### src/rtl/mandel_pkg.sv
// Shared constants and FSM state type for the Mandelbrot pixel engine.
// Complex components are signed Q4.28 fixed point.
package mandel_pkg;

    localparam int unsigned Q_LEN         = 32;
    localparam int unsigned FRAC_LEN      = 28;
    localparam int unsigned INT_LEN       = Q_LEN - FRAC_LEN;
    localparam int unsigned PRE_MUL_SHIFT = 14;

    // |z|^2 escape bound of 4.0 in Q4.28
    localparam logic [Q_LEN-1:0] MANDEL_BOUND = Q_LEN'(4) << FRAC_LEN;

    typedef enum logic [1:0] {
        IDLE,
        ITER,
        DONE
    } state_t;

endpackage

### src/rtl/mandel_step.sv
// Combinational z^2 + c step with escape detection, all arithmetic modulo 2^Q_LEN.
// Operands are pre-shifted so each product lands back in Q4.28 after truncation.
module mandel_step
    import mandel_pkg::*;
(
    input  logic [Q_LEN-1:0] z_real,
    input  logic [Q_LEN-1:0] z_imag,
    input  logic [Q_LEN-1:0] c_real,
    input  logic [Q_LEN-1:0] c_imag,
    output logic [Q_LEN-1:0] next_z_real,
    output logic [Q_LEN-1:0] next_z_imag,
    output logic             finished
);

    logic signed [Q_LEN-1:0] op_r;
    logic signed [Q_LEN-1:0] op_i;
    logic        [Q_LEN-1:0] rr;
    logic        [Q_LEN-1:0] ii;
    logic        [Q_LEN-1:0] ri;
    logic        [Q_LEN-1:0] mag_sq;

    always_comb begin
        op_r = $signed(z_real) >>> PRE_MUL_SHIFT;
        op_i = $signed(z_imag) >>> PRE_MUL_SHIFT;
        // Only the low Q_LEN bits of each product are kept, so signedness of the multiply is irrelevant
        rr   = Q_LEN'(op_r * op_r);
        ii   = Q_LEN'(op_i * op_i);
        ri   = Q_LEN'(op_r * op_i);

        next_z_real = rr - ii + c_real;
        next_z_imag = (ri << 1) + c_imag;

        mag_sq   = rr + ii;
        finished = mag_sq > MANDEL_BOUND;
    end

endmodule

### src/rtl/mandelbrot_pixel_engine.sv
// Per-pixel Mandelbrot iteration engine: accepts one job, iterates z^2+c one step
// per clock until escape or the iteration limit, then returns the count.
module mandelbrot_pixel_engine
    import mandel_pkg::*;
#(
    parameter int unsigned ITER_W = 16,
    parameter int unsigned ID_W   = 20
) (
    input  logic              clk,
    input  logic              rst,
    input  logic              in_valid,
    output logic              in_ready,
    input  logic [Q_LEN-1:0]  in_c_real,
    input  logic [Q_LEN-1:0]  in_c_imag,
    input  logic [ID_W-1:0]   in_id,
    input  logic [ITER_W-1:0] in_max_iter,
    output logic              out_valid,
    input  logic              out_ready,
    output logic [ID_W-1:0]   out_id,
    output logic [ITER_W-1:0] out_iter,
    output logic              out_escaped,
    output logic              busy
);

    state_t              state_q,       state_d;
    logic [Q_LEN-1:0]    c_real_q,      c_real_d;
    logic [Q_LEN-1:0]    c_imag_q,      c_imag_d;
    logic [Q_LEN-1:0]    z_real_q,      z_real_d;
    logic [Q_LEN-1:0]    z_imag_q,      z_imag_d;
    logic [ITER_W-1:0]   count_q,       count_d;
    logic [ITER_W-1:0]   max_iter_q,    max_iter_d;
    logic [ID_W-1:0]     id_q,          id_d;
    logic                in_ready_q,    in_ready_d;
    logic                out_valid_q,   out_valid_d;
    logic                busy_q,        busy_d;
    logic [ID_W-1:0]     out_id_q,      out_id_d;
    logic [ITER_W-1:0]   out_iter_q,    out_iter_d;
    logic                out_escaped_q, out_escaped_d;

    logic [Q_LEN-1:0]    next_z_real;
    logic [Q_LEN-1:0]    next_z_imag;
    logic                finished;
    logic [ITER_W-1:0]   count_inc;

    mandel_step u_step (
        .z_real      (z_real_q),
        .z_imag      (z_imag_q),
        .c_real      (c_real_q),
        .c_imag      (c_imag_q),
        .next_z_real (next_z_real),
        .next_z_imag (next_z_imag),
        .finished    (finished)
    );

    always_comb begin
        state_d       = state_q;
        c_real_d      = c_real_q;
        c_imag_d      = c_imag_q;
        z_real_d      = z_real_q;
        z_imag_d      = z_imag_q;
        count_d       = count_q;
        max_iter_d    = max_iter_q;
        id_d          = id_q;
        in_ready_d    = in_ready_q;
        out_valid_d   = out_valid_q;
        busy_d        = busy_q;
        out_id_d      = out_id_q;
        out_iter_d    = out_iter_q;
        out_escaped_d = out_escaped_q;
        count_inc     = count_q + 1'b1;

        unique case (state_q)
            IDLE: begin
                if (in_valid && in_ready_q) begin
                    c_real_d   = in_c_real;
                    c_imag_d   = in_c_imag;
                    id_d       = in_id;
                    max_iter_d = in_max_iter;
                    z_real_d   = '0;
                    z_imag_d   = '0;
                    count_d    = '0;
                    in_ready_d = 1'b0;
                    busy_d     = 1'b1;
                    if (in_max_iter == '0) begin
                        state_d       = DONE;
                        out_valid_d   = 1'b1;
                        out_id_d      = in_id;
                        out_iter_d    = '0;
                        out_escaped_d = 1'b0;
                    end else begin
                        state_d = ITER;
                    end
                end
            end
            ITER: begin
                if (finished) begin
                    state_d       = DONE;
                    out_valid_d   = 1'b1;
                    out_id_d      = id_q;
                    out_iter_d    = count_q;
                    out_escaped_d = 1'b1;
                end else begin
                    z_real_d = next_z_real;
                    z_imag_d = next_z_imag;
                    count_d  = count_inc;
                    if (count_inc == max_iter_q) begin
                        state_d       = DONE;
                        out_valid_d   = 1'b1;
                        out_id_d      = id_q;
                        out_iter_d    = max_iter_q;
                        out_escaped_d = 1'b0;
                    end
                end
            end
            DONE: begin
                // in_ready rises only after the result handshake, so no same-cycle accept
                if (out_ready) begin
                    state_d     = IDLE;
                    out_valid_d = 1'b0;
                    in_ready_d  = 1'b1;
                    busy_d      = 1'b0;
                end
            end
            default: begin
                state_d     = IDLE;
                out_valid_d = 1'b0;
                in_ready_d  = 1'b1;
                busy_d      = 1'b0;
            end
        endcase
    end

    always_ff @(posedge clk or posedge rst) begin
        if (rst) begin
            state_q       <= IDLE;
            c_real_q      <= '0;
            c_imag_q      <= '0;
            z_real_q      <= '0;
            z_imag_q      <= '0;
            count_q       <= '0;
            max_iter_q    <= '0;
            id_q          <= '0;
            in_ready_q    <= 1'b1;
            out_valid_q   <= 1'b0;
            busy_q        <= 1'b0;
            out_id_q      <= '0;
            out_iter_q    <= '0;
            out_escaped_q <= 1'b0;
        end else begin
            state_q       <= state_d;
            c_real_q      <= c_real_d;
            c_imag_q      <= c_imag_d;
            z_real_q      <= z_real_d;
            z_imag_q      <= z_imag_d;
            count_q       <= count_d;
            max_iter_q    <= max_iter_d;
            id_q          <= id_d;
            in_ready_q    <= in_ready_d;
            out_valid_q   <= out_valid_d;
            busy_q        <= busy_d;
            out_id_q      <= out_id_d;
            out_iter_q    <= out_iter_d;
            out_escaped_q <= out_escaped_d;
        end
    end

    assign in_ready    = in_ready_q;
    assign out_valid   = out_valid_q;
    assign busy        = busy_q;
    assign out_id      = out_id_q;
    assign out_iter    = out_iter_q;
    assign out_escaped = out_escaped_q;

endmodule

### config.mk
export PLATFORM = sky130hd
export DESIGN_NAME = mandelbrot_pixel_engine
export DESIGN_NICKNAME = d
export VERILOG_FILES = /design/src/rtl/mandel_pkg.sv /design/src/rtl/mandel_step.sv /design/src/rtl/mandelbrot_pixel_engine.sv
export SDC_FILE = /design/constraint.sdc
export NUM_CORES = 2
export LEC_CHECK = 0
export CAP_MARGIN = 25
export CORE_MARGIN = 2
export CORE_UTILIZATION = 48
export CTS_BUF_LIST = sky130_fd_sc_hd__clkbuf_4
export CTS_CLUSTER_DIAMETER = 60
export DETAILED_ROUTE_END_ITERATION = 10
export SETUP_SLACK_MARGIN = 0.2
export SYNTH_ARGS = -nofsm -noshare
export SYNTH_HDL_FRONTEND = slang
export SYNTH_HIERARCHICAL = 1
export SYNTH_SLANG_ARGS = --single-unit
### constraint.sdc
create_clock -name clk -period 15.4 [get_ports clk]
set_input_delay 3.85 -clock clk [delete_from_list [all_inputs] [get_ports clk]]
set_output_delay 3.85 -clock clk [all_outputs]
set_load 0.05 [all_outputs]
==> qor.yml <==
status: "finished, final reports clean"
dieArea_mm2: 0.0939
p_sw_share_pct: 29.5
cp.arrival_ps: 13070
grtUsageTotal_pct: 25.3
startpoint_type: "flop"
synth_area_per_cell_um2: 8.74
rsz0062_at_grt: "false"
gp_congestion: 0.887
min_period_ps: 12350
cpMostUsedCell: "fa_1"
slowest_delay_ps: 1060
worstMarginPinSlew_ps: 1030
worstHoldPathType: "flop to flop"
drt-pass1-iter-count: 5
fp.dieH_um: 306
io_buffers: 142
io_pins: 144
viasPerCell: 5.21
path_depth: 40
crit_family: "compound AO/OA/AOI/OAI gates"
p_comb_share_pct: 4.6
antenna_found_initial: 2
critical_path_class: "flop to flop"
fin_setup_tns_ps: 0
fillers: 8715
syn_nets: 6350
clock_sinks: 193
hold_viol: 0
r2r-start: "z_real_q[23]$_DFFE_PP0P_"
setup_violations: 0
cellInternalPower_mw: 0.615
multi_input_area_mm2: 0.0339
initial_core_util_pct: 48.6
crit_slowest_cell: "dfrtp_1"
max_freq_ghz: 0.0809
seqCellArea_mm2: 0.00483
dp_hpwl_um: 88000
slew_headroom_pct: 31.4
syn2layout_area_growth_pct: 6.62
finalWirelength_um: 113000
netlist_instances: 5026
ant_nets: 0
layout.nets: 6363
drt_iter0_drc: 1564
leakage_nw: 24.2
vias: 32487
finClkSkew_ps: 55.0
die_x_um: 306
fin_hold_ws_ps: 492
seq_power_share_pct: 58.1
grt_pass1_vias: 34174
ir_drop_mv: 0.0490
cts_tree: "yes"
r2r_cells: 40
cts-root-buf: "clkbuf_4"
num_rows: 110
cp_num_buf_inv: 6
power_mw: 0.873
drv_slew: 0
r2r-end: "count_q[6]$_DFFE_PP0P_"
h-tree-depth: 4
end_kind: "flop"
cts_made_buffers: 17
maxCapViolations: 0
syn_area_mm2: 0.0439
period_share_pct: 80.2
yosys_warnings: 6
gr-total-overflow: 0
reg2reg_slack_ps: 3050
cp_max_fo: 23
drive_above_1_share_pct: 2.83
clk_path_buf_depth: 2
grt_max_degree: 87
clk_pin_slew_ps: 210
coreArea_mm2: 0.0903
remaining_drc_errors: 0
endpoint: "count_q[6]$_DFFE_PP0P_"
wl_per_cell_um: 18.2
clk-insertion-delay-late_ps: 810
postCtsHoldBufs: 0
cts_resized: 0
clkPwrFrac_pct: 37.3
required_ps: 16110
power.density_mw_per_mm2: 18.6
worst_setup_path_startpoint: "z_real_q[23]$_DFFE_PP0P_"
post_cts_buffers: 0
grt_pass1_wl_um: 186000
p_switching_mw: 0.257
-- metal layers --
| layer | vias to the layer above | track usage (%) | routed length (um) |
|---|---|---|---|
| li1 | 15156 | - | - |
| met1 | 16460 | 34.6 | 50400 |
| met2 | 744 | 41.9 | 54300 |
| met3 | 127 | 3.27 | 5410 |
| met4 | 0 | 8.08 | 3280 |
| met5 | - | 0 | 0 |
-- worst reg2reg max path, delay by kind of cell, from the launching register on --
| kind | cells | cell delay, ps |
|---|---|---|
| AOI/OAI and AO/OA | 15 | 3390 |
| xor gates and xnor gates | 1 | 180 |
| adders and majority gates | 8 | 3370 |
| buffers and inverters | 6 | 1230 |
| DFF | 1 | 1060 |
| and+or+nand+nor | 10 | 3050 |
-- power by group through the flow --
stage,registers [mW],clock network [mW],logic (mW)
floorplan,0.517,0,0.00825
global placement,0.516,0,0.0409
detailed placement,0.516,0,0.0409
CTS,0.508,0.349,0.0412
global route,0.508,0.359,0.0439
finish,0.507,0.325,0.0399
-- cell type report --
class                           instances  share of cell area, %
Timing Repair Buffer                  198                   3.96
Multi-Input combinational cell       3441                   72.3
Tap cell                             1176                   3.14
Inverter                             1188                   9.54
Clock buffer                           17                  0.273
Clock inverter                         15                  0.457
Antenna cell                            3                 0.0160
Sequential cell                       193                   10.3
-- sequential cells by signal (all words and copies together), names as in the netlist --
signal,cells
in_ready,1
id_q,20
out_iter,16
c_imag_q,31
z_imag_q,18
state_q,2
out_escaped,1
busy,1
max_iter_q,16
out_valid,1
z_real_q,18
out_id,20
c_real_q,32
count_q,16
-- how the worst min path moves through the flow --
stage                               endpoint                startpoint  slack [ps]  depth (start not counted)
floorplan           z_imag_q[15]$_DFFE_PP0P_  z_imag_q[15]$_DFFE_PP0P_         440                          2
global placement    z_imag_q[16]$_DFFE_PP0P_  z_imag_q[16]$_DFFE_PP0P_         450                          2
detailed placement  z_imag_q[14]$_DFFE_PP0P_  z_imag_q[14]$_DFFE_PP0P_         460                          2
CTS                 z_imag_q[14]$_DFFE_PP0P_  z_imag_q[14]$_DFFE_PP0P_         500                          2
global route        z_imag_q[16]$_DFFE_PP0P_  z_imag_q[16]$_DFFE_PP0P_         520                          2
finish              z_imag_q[14]$_DFFE_PP0P_  z_imag_q[14]$_DFFE_PP0P_         490                          2
-- placed cells by master (no fill, tap or decap), drive strengths merged, types with 83 or more instances in the layout --
master            n
nand2           885
xnor2           144
dfrtp           192
a21oi           112
nor2            158
inv            1193
fa              851
ha              369
and2            206
clkdlybuf4s50   142
o21ai            83
-- stage by stage --
step	setup slack [ps]	util [%]	cells	instance area [um^2]
6_report	3050	51.9	6231	46800
5_1_grt	2430	51.9	6230	46800
4_1_cts	3210	51.8	6227	46800
3_5_place_dp	3260	51.5	6195	46500
3_3_place_gp	3200	51.5	6194	46500
2_1_floorplan	5550	-	5026	43900
Note: power is estimated with default switching activity, not from simulation.
